$ cat config.mk
export PLATFORM = sky130hd
export DESIGN_NAME = ccff_bitstream_loader
export DESIGN_NICKNAME = d
export VERILOG_FILES = /design/src/rtl/ccff_bitstream_loader.sv
export SDC_FILE = /design/constraint.sdc
export NUM_CORES = 1
export LEC_CHECK = 0
export ABC_AREA = 1
export BUFFER_PORTS_ARGS = -buffer_cell sky130_fd_sc_hd__buf_4
export CAP_MARGIN = 20
export CORE_UTILIZATION = 55
export DETAILED_ROUTE_END_ITERATION = 7
export GPL_TIMING_DRIVEN = 0
export PLACE_DENSITY = 0.79
export SLEW_MARGIN = 20
export SYNTH_ARGS = -nofsm -noshare
export SYNTH_HDL_FRONTEND = slang
export SYNTH_SLANG_ARGS = --single-unit
$ cat constraint.sdc
create_clock -name prog_clk -period 4.12 [get_ports prog_clk]
set_input_delay 0.206 -clock prog_clk [delete_from_list [all_inputs] [get_ports prog_clk]]
set_output_delay 0.206 -clock prog_clk [all_outputs]
set_load 0.01 [all_outputs]
$ cat src/rtl/ccff_bitstream_loader.sv
// Streams configuration words MSB-first onto a ccff_head/ccff_tail chain,
// stopping after CHAIN_LEN bits and folding returning tail bits into a parity flag.
module ccff_bitstream_loader #(
  parameter int unsigned DATA_WIDTH = 8,
  parameter int unsigned CHAIN_LEN  = 36
) (
  input  logic                  prog_clk,
  input  logic                  pReset,
  input  logic                  start,
  input  logic                  abort,
  input  logic [DATA_WIDTH-1:0] s_data,
  input  logic                  s_valid,
  output logic                  s_ready,
  output logic                  ccff_head,
  output logic                  config_enable,
  input  logic                  ccff_tail,
  output logic                  busy,
  output logic                  done,
  output logic                  aborted,
  output logic                  tail_parity
);

  localparam int unsigned BCW = $clog2(CHAIN_LEN + 1);
  localparam int unsigned WCW = $clog2(DATA_WIDTH + 1);
  localparam logic [BCW-1:0] BIT_LAST  = BCW'(CHAIN_LEN - 1);
  localparam logic [WCW-1:0] WORD_LAST = WCW'(DATA_WIDTH - 1);

  typedef enum logic [1:0] {
    S_IDLE  = 2'd0,
    S_LOAD  = 2'd1,
    S_SHIFT = 2'd2,
    S_DONE  = 2'd3
  } state_t;

  state_t                r_state;
  logic [DATA_WIDTH-1:0] r_sreg;
  logic [BCW-1:0]        r_bit_cnt;
  logic [WCW-1:0]        r_word_cnt;
  logic                  r_aborted;
  logic                  r_parity;

  // Abort outranks both the LOAD handshake and the final shift.
  always_ff @(posedge prog_clk) begin
    if (pReset) begin
      r_state    <= S_IDLE;
      r_sreg     <= '0;
      r_bit_cnt  <= '0;
      r_word_cnt <= '0;
      r_aborted  <= 1'b0;
      r_parity   <= 1'b0;
    end else begin
      case (r_state)
        S_IDLE, S_DONE: begin
          if (start) begin
            r_state   <= S_LOAD;
            r_bit_cnt <= '0;
            r_parity  <= 1'b0;
            r_aborted <= 1'b0;
          end
        end
        S_LOAD: begin
          if (abort) begin
            r_state   <= S_IDLE;
            r_aborted <= 1'b1;
          end else if (s_valid) begin
            r_sreg     <= s_data;
            r_word_cnt <= '0;
            r_state    <= S_SHIFT;
          end
        end
        S_SHIFT: begin
          if (abort) begin
            r_state   <= S_IDLE;
            r_aborted <= 1'b1;
          end else begin
            r_sreg     <= {r_sreg[DATA_WIDTH-2:0], 1'b0};
            r_bit_cnt  <= r_bit_cnt + BCW'(1);
            r_word_cnt <= r_word_cnt + WCW'(1);
            r_parity   <= r_parity ^ ccff_tail;
            if (r_bit_cnt == BIT_LAST) begin
              r_state <= S_DONE;
            end else if (r_word_cnt == WORD_LAST) begin
              r_state <= S_LOAD;
            end
          end
        end
        default: r_state <= S_IDLE;
      endcase
    end
  end

  // Outputs decode only registered state, never s_valid or start.
  assign s_ready       = (r_state == S_LOAD);
  assign config_enable = (r_state == S_SHIFT);
  assign ccff_head     = config_enable & r_sreg[DATA_WIDTH-1];
  assign busy          = (r_state == S_LOAD) || (r_state == S_SHIFT);
  assign done          = (r_state == S_DONE);
  assign aborted       = r_aborted;
  assign tail_parity   = r_parity;

endmodule
==> results.tsv <==
metric	value	unit
outcome	complete, no violations	
WP data required	3.91	ns
Hold Vio Cnt, Final	0	
CP Class	reg -> out	
Fill cells	182	
die footprint	0.002254	mm²
fin nets	196	
Ys Warns	0	
mux contribution to synthesized area	0	%
complex-gate fraction of the synthesized area	14.52	%
number of DRC markers in iteration 0	27	
placed insts	199	
Routability Congestion	0.7829	
Core Region	0.001962	mm²
final slew viol count	0	
setup TNS	0	ns
Least-Margin Pin Slew	0.4415	ns
r2r setup slk	2.56	ns
Clock power frac	35.1	%
first-pass GRT wire length	3.546	mm
Clock Pin Slew Worst Setup and Hold Paths	0.14	ns
CTS tree	built	
# rows	16	
PostCTS Resize Cnt	0	
unrepaired setup endpoints after global routing	false	
hold buffers post-CTS	0	
Area growth, synth to finish	20.79	%
Switching Share	25.78	%
Min Hold Slack	0.07030	ns
Routed WL per cell	11.52	µm
area of the multi-input gates	595.6	µm²
NetSw	0.1243	mW
chip width	47.48	µm
Post-Syn Area	0.001137	mm²
vias per inst	5.103	
XOR/XNOR share of the synthesized area	2.310	%
postcts setup bufs	0	
Max VDD drop	207.0	µV
combinational family with the most area after synthesis	simple AND/OR/NAND/NOR gates	
combinational share of power	16.6	%
Cells on Worst Hold Path	2	
max cap viols	0	
IO Pins	21	
# DRC	0	
Max Clk Rate	582.5	MHz
startpoint types	register	
layout cells sized above 1	22.73	%
Seq cells post-synth	22	
critical path arrival	1.51	ns
Vias	1036	
Leak	0.6612	nW
endpoint class of the critical path	primary output	
largest net degree at the start of global routing	14	
fin crit share	41.67	%
GRT Resource Usage Total	22.62	%
DRT Pass-1 Iters	4	
worst-path fanout max	10	
latest clock arrival within the worst-skew pair	0.31	ns
register area	440.4	µm²
Setup Viol. Count Final	0	
Clock Sinks	22	
Finished Layout Cells	203	
Max-slew headroom	70.57	%
Post-Syn Nets	171	
Final Skew	0.008749	ns
Vert. Die Dim	47.48	µm
CTS Buf Count	3	
Clock Root Buffer	clkbuf_4	
GRT Residual Overflow	0	
Final ANT Viol Nets	0	
H-tree depth	1	
Power Density	350.8	mW/mm²
Max Root-Sink Buffers	2	
synthesized instance count	152	
Tmin final	1.717	ns
library cells used by synthesis	32	
Adder-Cell Fraction of Synth Area	5.501	%
initial core utilization	57.97	%
vias in the first global route	818	
Hold Crit Class	in -> reg	
Pint	0.3577	mW
# diodes	0	
Port-buffer cells	20	
Seq pwr share	48.3	%
Detail Placement HPWL	1.762	mm
R2R depth	10	
syn avg cell area	7.483	µm²
final WL	2.338	mm
initial antenna violation count	0	
Post-Synth Simple-Gate Area	30.03	%
Seq/Total Area, Yosys	38.72	%
[sequential cells by signal, summed over array words and instances (netlist names)]
| signal | flops |
|---|---|
| tail_parity | 1 |
| r_state | 2 |
| r_word_cnt | 4 |
| aborted | 1 |
| r_sreg | 8 |
| r_bit_cnt | 6 |
[cell type report]
type | instances | area share, %
Clock buffer | 3 | 1.639
Inverter | 19 | 5.373
Timing Repair Buffer | 20 | 10.93
Multi-Input combinational cell | 107 | 43.35
Tap cell | 27 | 2.459
Clock inverter | 1 | 2.186
Sequential cell | 22 | 32.06
Buffer | 4 | 2.004
[worst max-delay path, stage by stage (launching register included)]
cell	delay, ns
dfxtp_1	0.35
inv_1	0.08
ha_1	0.28
buf_2	0.27
nand2_1	0.07
inv_1	0.05
buf_4	0.10
[layout by cell type (no fill, tap or decap), types with 2 or more instances in the layout]
master    count
a21oi_1       6
a31oi_1       8
buf_4        21
clkbuf_4      3
dfxtp_1      22
ha_1          5
inv_1        13
inv_2         4
nand2_1      35
nand2_4       2
nand3_1       7
nor2_1       16
o21ai_0       7
o21ai_1       5
xor2_1        3
[per-layer routing]
metal / part of all wire [%] / vias up / wire, µm / global-route usage [%]
li1: - / 542 / - / -
met1: 48 / 470 / 1125 / 30.61
met2: 47 / 20 / 1109 / 35.34
met3: 3.2 / 4 / 74 / 3.019
met4: 1.2 / 0 / 29 / 11.43
met5: 0 / - / 0 / 0
[power by group through the flow]
stage                     sequential, mW  combinational, mW  clock [mW]
after CTS                          0.233             0.0801       0.170
final                              0.233             0.0800       0.169
after detailed placement           0.237             0.0795           0
after global routing               0.234             0.0885       0.177
after global placement             0.237             0.0768           0
after floorplan                    0.236             0.0529           0
[worst paths after layout]
kind,from,endpoint
max,r_state[0]$_SDFFE_PP0P_,ccff_head
min,pReset,r_sreg[0]$_SDFFE_PP0P_
max reg2reg,r_state[0]$_SDFFE_PP0P_,r_bit_cnt[4]$_SDFFE_PP0P_
min reg2reg,tail_parity$_SDFFE_PP0P_,tail_parity$_SDFFE_PP0P_
[stage by stage]
step / setup slack (ns) / utilization (%) / power [mW] / instance area [µm²]
floorplan: 2.678 / - / 0.2892 / 1137
global placement: 2.581 / 67.35 / 0.3134 / 1321
detailed placement: 2.571 / 67.35 / 0.3168 / 1321
CTS: 2.387 / 70.03 / 0.4828 / 1374
global route: 2.245 / 70.03 / 0.4997 / 1374
finish: 2.403 / 70.03 / 0.4819 / 1374
[Yosys cell counts]
| cell type | count | area (µm²) |
|---|---|---|
| nand2_1 | 35 | 131.4 |
| a21oi_1 | 6 | 30.03 |
| nor2_4 | 1 | 11.26 |
| inv_4 | 1 | 6.260 |
| clkinv_1 | 1 | 3.750 |
| inv_1 | 13 | 48.80 |
| nor2_1 | 16 | 60.06 |
| o21ai_1 | 5 | 25.02 |
| xor2_1 | 3 | 26.28 |
| o211a_1 | 1 | 10.01 |
| nand3_1 | 7 | 35.03 |
| nand2_2 | 1 | 6.260 |
| buf_2 | 1 | 5.000 |
| o21ai_0 | 7 | 35.03 |
| nand2_4 | 2 | 22.52 |
| inv_2 | 4 | 15.01 |
| buf_6 | 1 | 11.26 |
| buf_4 | 1 | 7.510 |
| nor2_2 | 1 | 6.260 |
| o21a_1 | 1 | 7.510 |
| nor3b_1 | 1 | 7.510 |
| clkbuf_1 | 1 | 3.750 |
| dfxtp_1 | 22 | 440.4 |
| nor3_2 | 1 | 10.01 |
| nor3_1 | 1 | 5.000 |
| nand4_1 | 1 | 6.260 |
| ha_1 | 5 | 62.56 |
| o31ai_1 | 1 | 7.510 |
| nor3_4 | 1 | 16.27 |
| and3_1 | 1 | 6.260 |
| a31oi_1 | 8 | 50.05 |
| nand3_4 | 1 | 17.52 |
[logic make-up after synthesis]
kind of cell / after synthesis
xor gates and xnor gates: 3
adders and majority gates: 5
buffers and inverters: 23
and+or+nand+nor: 70
AOI/OAI and AO/OA: 29
DFF: 22
No activity file was read; power rests on OpenSTA's default activity.
